<file path="config.mk">
export PLATFORM = sky130hd
export DESIGN_NAME = byte_encode
export DESIGN_NICKNAME = d
export VERILOG_FILES = /design/src/rtl/kyber_encode_pkg.sv /design/src/rtl/byte_encode.sv
export SDC_FILE = /design/constraint.sdc
export NUM_CORES = 1
export LEC_CHECK = 0
export BUFFER_PORTS_ARGS = -buffer_cell sky130_fd_sc_hd__buf_2
export CAP_MARGIN = 20
export CORE_MARGIN = 2
export CORE_UTILIZATION = 55
export CTS_CLUSTER_DIAMETER = 40
export DETAILED_ROUTE_END_ITERATION = 10
export PLACE_DENSITY = 0.78
export SLEW_MARGIN = 20
export SYNTH_ARGS = -nofsm -noshare
export SYNTH_HDL_FRONTEND = slang
export SYNTH_SLANG_ARGS = --single-unit
</file>
<file path="constraint.sdc">
create_clock -name clk -period 2.5 [get_ports clk]
set_input_delay 0.5 -clock clk [delete_from_list [all_inputs] [get_ports clk]]
set_output_delay 0.5 -clock clk [all_outputs]
set_load 0.01 [all_outputs]
</file>
<file path="src/rtl/kyber_encode_pkg.sv">
// Shared definitions for the Kyber ByteEncode serializer: buffer sizing,
// FSM state type and frame-length helper.
package kyber_encode_pkg;

    localparam int ELL_MAX = 12;
    localparam int BUF_W   = 24;

    typedef enum logic {
        IDLE = 1'b0,
        RUN  = 1'b1
    } enc_state_t;

    function automatic int bytes_per_frame(input int ell, input int n);
        return (n * ell) / 8;
    endfunction

endpackage

</file>
<file path="src/rtl/byte_encode.sv">
// Streaming Kyber ByteEncode_ELL: packs ELL-bit coefficients little-endian
// into a byte stream with valid/ready handshakes on both sides.
module byte_encode
    import kyber_encode_pkg::*;
#(
    parameter int ELL        = 12,
    parameter int NUM_COEFFS = 256
) (
    input  logic           clk,
    input  logic           rst,
    input  logic           start,
    input  logic           in_valid,
    output logic           in_ready,
    input  logic [ELL-1:0] in_coeff,
    output logic           out_valid,
    input  logic           out_ready,
    output logic [7:0]     out_byte,
    output logic           out_last,
    output logic           busy,
    output logic           done
);

    localparam int NBYTES = bytes_per_frame(ELL, NUM_COEFFS);
    localparam int CCW    = $clog2(NUM_COEFFS + 1);
    localparam int BCW    = $clog2(NBYTES + 1);

    if ((ELL < 1) || (ELL > ELL_MAX)) begin : g_bad_ell
        $error("byte_encode: ELL out of range 1..12");
    end
    if (((NUM_COEFFS * ELL) % 8) != 0) begin : g_bad_frame
        $error("byte_encode: NUM_COEFFS*ELL must be a multiple of 8");
    end

    enc_state_t       state_r;
    enc_state_t       state_s;
    logic [BUF_W-1:0] buf_r;
    logic [4:0]       cnt_r;
    logic [CCW-1:0]   coeff_cnt_r;
    logic [BCW-1:0]   byte_cnt_r;
    logic             done_r;
    logic             run_s;
    logic             in_fire_s;
    logic             out_fire_s;
    logic [BUF_W-1:0] coeff_ext_s;

    // Outputs derive only from registered state, so no path from in_* or out_ready.
    assign run_s       = (state_r == RUN);
    assign in_ready    = run_s && (cnt_r < 5'd8) && (coeff_cnt_r < CCW'(NUM_COEFFS));
    assign out_valid   = run_s && (cnt_r >= 5'd8);
    assign out_byte    = buf_r[7:0];
    assign out_last    = out_valid && (byte_cnt_r == BCW'(NBYTES - 1));
    assign busy        = run_s;
    assign done        = done_r;
    assign in_fire_s   = in_valid && in_ready;
    assign out_fire_s  = out_valid && out_ready;
    assign coeff_ext_s = BUF_W'(in_coeff);

    // Next-state logic for the IDLE/RUN frame controller.
    always_comb begin
        state_s = state_r;
        case (state_r)
            IDLE: begin
                if (start) begin
                    state_s = RUN;
                end else begin
                    state_s = IDLE;
                end
            end
            RUN: begin
                if (out_fire_s && out_last) begin
                    state_s = IDLE;
                end else begin
                    state_s = RUN;
                end
            end
            default: state_s = IDLE;
        endcase
    end

    // State register.
    always_ff @(posedge clk or posedge rst) begin
        if (rst) begin
            state_r <= IDLE;
        end else begin
            state_r <= state_s;
        end
    end

    // Bit buffer, counters and done pulse; accept and emit never coincide.
    always_ff @(posedge clk or posedge rst) begin
        if (rst) begin
            buf_r       <= '0;
            cnt_r       <= 5'd0;
            coeff_cnt_r <= '0;
            byte_cnt_r  <= '0;
            done_r      <= 1'b0;
        end else begin
            done_r <= run_s && out_fire_s && out_last;
            if (!run_s) begin
                if (start) begin
                    buf_r       <= '0;
                    cnt_r       <= 5'd0;
                    coeff_cnt_r <= '0;
                    byte_cnt_r  <= '0;
                end
            end else if (in_fire_s) begin
                buf_r       <= buf_r | (coeff_ext_s << cnt_r);
                cnt_r       <= cnt_r + 5'(ELL);
                coeff_cnt_r <= coeff_cnt_r + CCW'(1);
            end else if (out_fire_s) begin
                buf_r      <= buf_r >> 8;
                cnt_r      <= cnt_r - 5'd8;
                byte_cnt_r <= byte_cnt_r + BCW'(1);
            end
        end
    end

endmodule

</file>
# ---- Word-level counts from Yosys, hierarchy flattened
# Cells that the tools add are included.
dict set report word_totals {
  register_bits 49
}
dict set report op_classes {
  n_addsub 4
  order_cmp 3
  n_eq_ne 5
  shifts 1
  n_mux 17
  n_bitwise 2
  reduce_logical 13
}
# operator n
set op_table {}
lappend op_table {{$mux 24} 4}
lappend op_table {{$mux 9} 6}
lappend op_table {{$or 24x24->24} 1}
lappend op_table {{$shl 12x5->24} 1}
lappend op_table {{$mux 5} 4}
lappend op_table {{$add 9x1->9 const B} 2}
lappend op_table {{$eq 9x9->1 const B} 1}
lappend op_table {{$logic_and 1x1->1} 9}
lappend op_table {{$lt 9x9->1 const B} 1}
lappend op_table {{$add 5x4->5 const B} 1}
lappend op_table {{$ge 5x4->1 const B} 1}
lappend op_table {{$lt 5x4->1 const B} 1}
lappend op_table {{$sub 5x4->5 const B} 1}
lappend op_table {{$ne 2x1->1 const B} 2}
lappend op_table {{$reduce_and 2->1} 2}
lappend op_table {{$ne 3x1->1 const B} 1}
lappend op_table {{$reduce_and 3->1} 1}
lappend op_table {{$mux 1} 2}
lappend op_table {{$ne 2x2->1 const B} 1}
lappend op_table {{$pmux 1 s2} 1}
lappend op_table {{$reduce_bool 2->1} 1}
lappend op_table {{$not 1->1} 1}

# ---- Longest topological paths before layout
dict set report depth {
  depth_word 6
  depth_mapped 9
}

# ---- Worst setup path before layout
# Ideal clock, no wire load.
dict set report synth_timing {
  path_type {flip-flop to output port}
  start {register byte_cnt_r[0]}
  end {output port out_last}
  arrival_time_ps 1482
  required_time_ps 2000
  path_slack_ps 518
  stages_incl_launch_ff 5
  cell_sequence {dfrtp_1 > ha_1 > nand2_1 > or4b_1 > nor3b_1}
}
dict set report synth_between {
  elab_chain_len 2
}
# item line
set synth_rtl {}
lappend synth_rtl {{start, declared} byte_encode.sv:39} ;# logic [BCW-1:0] byte_cnt_r;
lappend synth_rtl {{start signal, assigned} byte_encode.sv:113} ;# byte_cnt_r <= byte_cnt_r + BCW'(1);
lappend synth_rtl {{$eq 9x9->1} byte_encode.sv:51} ;# assign out_last = out_valid && (byte_cnt_r == BCW'(NBYTES - 1));
lappend synth_rtl {{$logic_and 1x1->1} byte_encode.sv:51}
lappend synth_rtl {{end, declared} byte_encode.sv:18} ;# output logic out_last,
# Every way passes these cells.

# ---- Worst setup path in the final report
# Same ends and word-level chain as after synthesis.

==> metrics <==
status completed; routed length per placed instance 15.5 µm; Leak 1.29 nW; crit-path max cell delay 0.54 ns; setup TNS 0 ns; critical setup path kind reg2out; Overflow after GRT 0; Reg-to-Reg Start cnt_r[4]; Post-synth top flop dfrtp_1; H-tree depth 2; EDFF count, synth 0; Syn-to-layout area delta 8.68%; initial antenna violation count 0; CP max stage cell or4b_4; # port buffers 29; Sink Count 47; 1st-iter DRT viols 181; Total Routing Usage GR 21.8%; ANT nets after route 0; total CTS buffers 5; minimum clock period 2.35 ns; fin. max-slew vios 0; Seq/Total Area, Yosys 44.8%; syn nets 303; Clock Skew 0.0156 ns; Final Worst Setup Slack 0.150 ns; ys async rst share 100%; Max Clock Freq 426 MHz; Reg clk slew, reported paths 0.10 ns; Pre-antenna DRT Iters 4; Via density 6.02; global-route wire length before repair 9010 µm; Crit path required time 2.00 ns; CP Launch Type flip-flop; Mapped Area 2620 µm²; drt total wl 5520 µm; clk root buf clkbuf_8; Final GP Congestion 0.833; core area 4660 µm²; Initial Util 56.3%; Cells after Synth 281; synth warn 0; Worst R2R Setup Slack 0.48 ns; Worst VDD drop 439 µV; crit path DAT 1.85 ns; DRC Markers 0; Reg2Reg Depth 7; RSZ-0062 raised after global routing false; row count 25; worst-path fanout max 4; die area 5340 µm²; CTS Buffer Depth 2; Yosys reg bits 47; R2R Path End buf_r[8]; NumNets Final 324; synth unique cells 52; vias in the first global route 1904; vias 2150; CTS tree built; antenna cells 0; Worst-Margin Slew 0.592 ns; MaxCap Viol Count 0; critical path endpoint category primary output; Tightest Hold Check Type in2async; HPWL Detailed 3870 µm; Post-CTS Setup Bufs 0; post-place setup slack 0.445 ns; worst rel slew slack 60.5%; IO Pins 30; hold violation count in the final report 0; die height 73.1 µm; final setup fails 0; part of the cycle the worst path needs 94.0%; Clk Latency, worst-skew pair 0.31 ns; syn_area_per_cell 9.33 µm²; layout cells sized above 1 19.8%; crit-path cells ha_1 -> nand2_1 -> or4b_4 -> nor3b_1 -> buf_2; largest net degree at the start of global routing 48; PD cells 1060 nW/µm²; Die X 73.1 µm
==> flip-flops by register name, summed over array words and instances (netlist names) <==
register     count
buf_r           24
byte_cnt_r       9
coeff_cnt_r      9
cnt_r            3
busy             1
done             1
==> synthesized netlist by cell type, drive strengths merged, types with 2 or more instances <==
library cell,count,area share (%)
a211oi,2,0.95
a21oi,22,4.6
a22o,5,1.7
a22oi,10,2.9
a2bb2oi,2,0.67
a31oi,4,0.95
and3,3,0.72
and3b,2,0.72
buf,19,4.8
clkbuf,5,0.72
dfrtp,47,45
ha,5,2.4
inv,6,0.86
mux2i,9,3.4
nand2,26,3.7
nand2b,3,0.72
nand3,11,2.1
nand3b,2,0.72
nand4,3,0.72
nor2,23,3.5
nor2b,4,0.95
nor3,7,1.3
nor3b,2,0.76
nor4,4,0.95
o21ai,27,5.3
o22ai,2,0.48
o2bb2ai,4,1.3
o31ai,4,1.1
or4,2,0.57
xnor2,4,1.3
xor2,2,0.67
==> layout by cell type, fill, tap and decap left out, types with 3 or more instances in the layout <==
master | Yosys | layout
dfrtp_1 | 47 | 47
buf_2 | 7 | 29
nand2_1 | 26 | 26
nor2_1 | 21 | 21
a21oi_1 | 21 | 21
o21ai_0 | 17 | 17
nand3_1 | 11 | 11
a22oi_1 | 10 | 10
o21ai_1 | 9 | 9
mux2i_1 | 9 | 9
buf_4 | 10 | 9
nor3_1 | 7 | 7
a22o_1 | 5 | 5
ha_1 | 5 | 5
clkbuf_8 | 0 | 5
o31ai_1 | 4 | 4
inv_1 | 5 | 4
a31oi_1 | 4 | 4
xnor2_1 | 4 | 4
nor4_1 | 4 | 4
nor2b_1 | 4 | 4
o2bb2ai_1 | 4 | 4
nand2b_1 | 3 | 3
nand4_1 | 3 | 3
and3_1 | 3 | 3
==> routing by layer <==
metal | global-route usage, % | wire length, µm
met1 | 30.9 | 2630
met4 | 5.56 | 80
met5 | 0 | 0
met3 | 4.97 | 321
met2 | 33.7 | 2490
==> area by class of cell <==
cell class / count / area (µm²)
fill: 416 / 1810
multi-input combinational: 204 / 1280
sequential: 47 / 1180
timing repair buffer: 38 / 213
clock buffer: 5 / 68.8
tap: 54 / 67.6
inverter: 6 / 22.5
clock inverter: 3 / 18.8
==> report_power, final <==
group / total, mW / internal, mW / switching, mW
Clock: 0.468 / 0.197 / 0.271
Combinational: 1.38 / 0.561 / 0.817
Sequential: 1.18 / 1.02 / 0.160
Total: 3.03 / 1.78 / 1.25
==> metrics by stage <==
stage	total power [mW]	cell area [µm²]	utilization, %	cells	hold slack (ns)
after detailed placement	2.57	2760	59.2	349	0.461
after global placement	2.53	2760	59.2	349	0.462
after floorplan	2.29	2620	-	281	0.438
after global routing	3.25	2850	61.2	357	0.390
after CTS	3.03	2850	61.1	357	0.352
final	3.03	2850	61.2	357	0.320
==> worst max path at each step <==
stage             startpoint        to
2_1_floorplan  byte_cnt_r[0]  out_last
3_3_place_gp   byte_cnt_r[0]  out_last
3_5_place_dp   byte_cnt_r[0]  out_last
4_1_cts        byte_cnt_r[0]  out_last
5_1_grt        byte_cnt_r[1]  out_last
6_report       byte_cnt_r[0]  out_last
==> critical path, delay by kind of cell (launching register included) <==
family                   cells  cell delay [ns]
buffers and inverters        1             0.15
AND/OR/NAND/NOR              3             0.82
adder cells (fa/ha/maj)      1             0.20
flip-flops                   1             0.37
==> cell families after synthesis <==
group / count (synthesis) / synth area share (%)
buffers and inverters: 30 / 6.35
adder cells (fa/ha/maj): 5 / 2.39
flip-flops: 47 / 44.8
AND/OR/NAND/NOR: 98 / 19.7
XOR/XNOR: 6 / 2.00
AO/OA/AOI/OAI: 86 / 21.3
multiplexers: 9 / 3.44
==> what timing repair did <==
| item | in CTS | in global routing |
|---|---|---|
| resized for setup | 0 | 1 |
| setup endpoints to repair | 0 | 1 |
| hold buffers | 0 | 0 |
(Power assumes the default switching activity.)
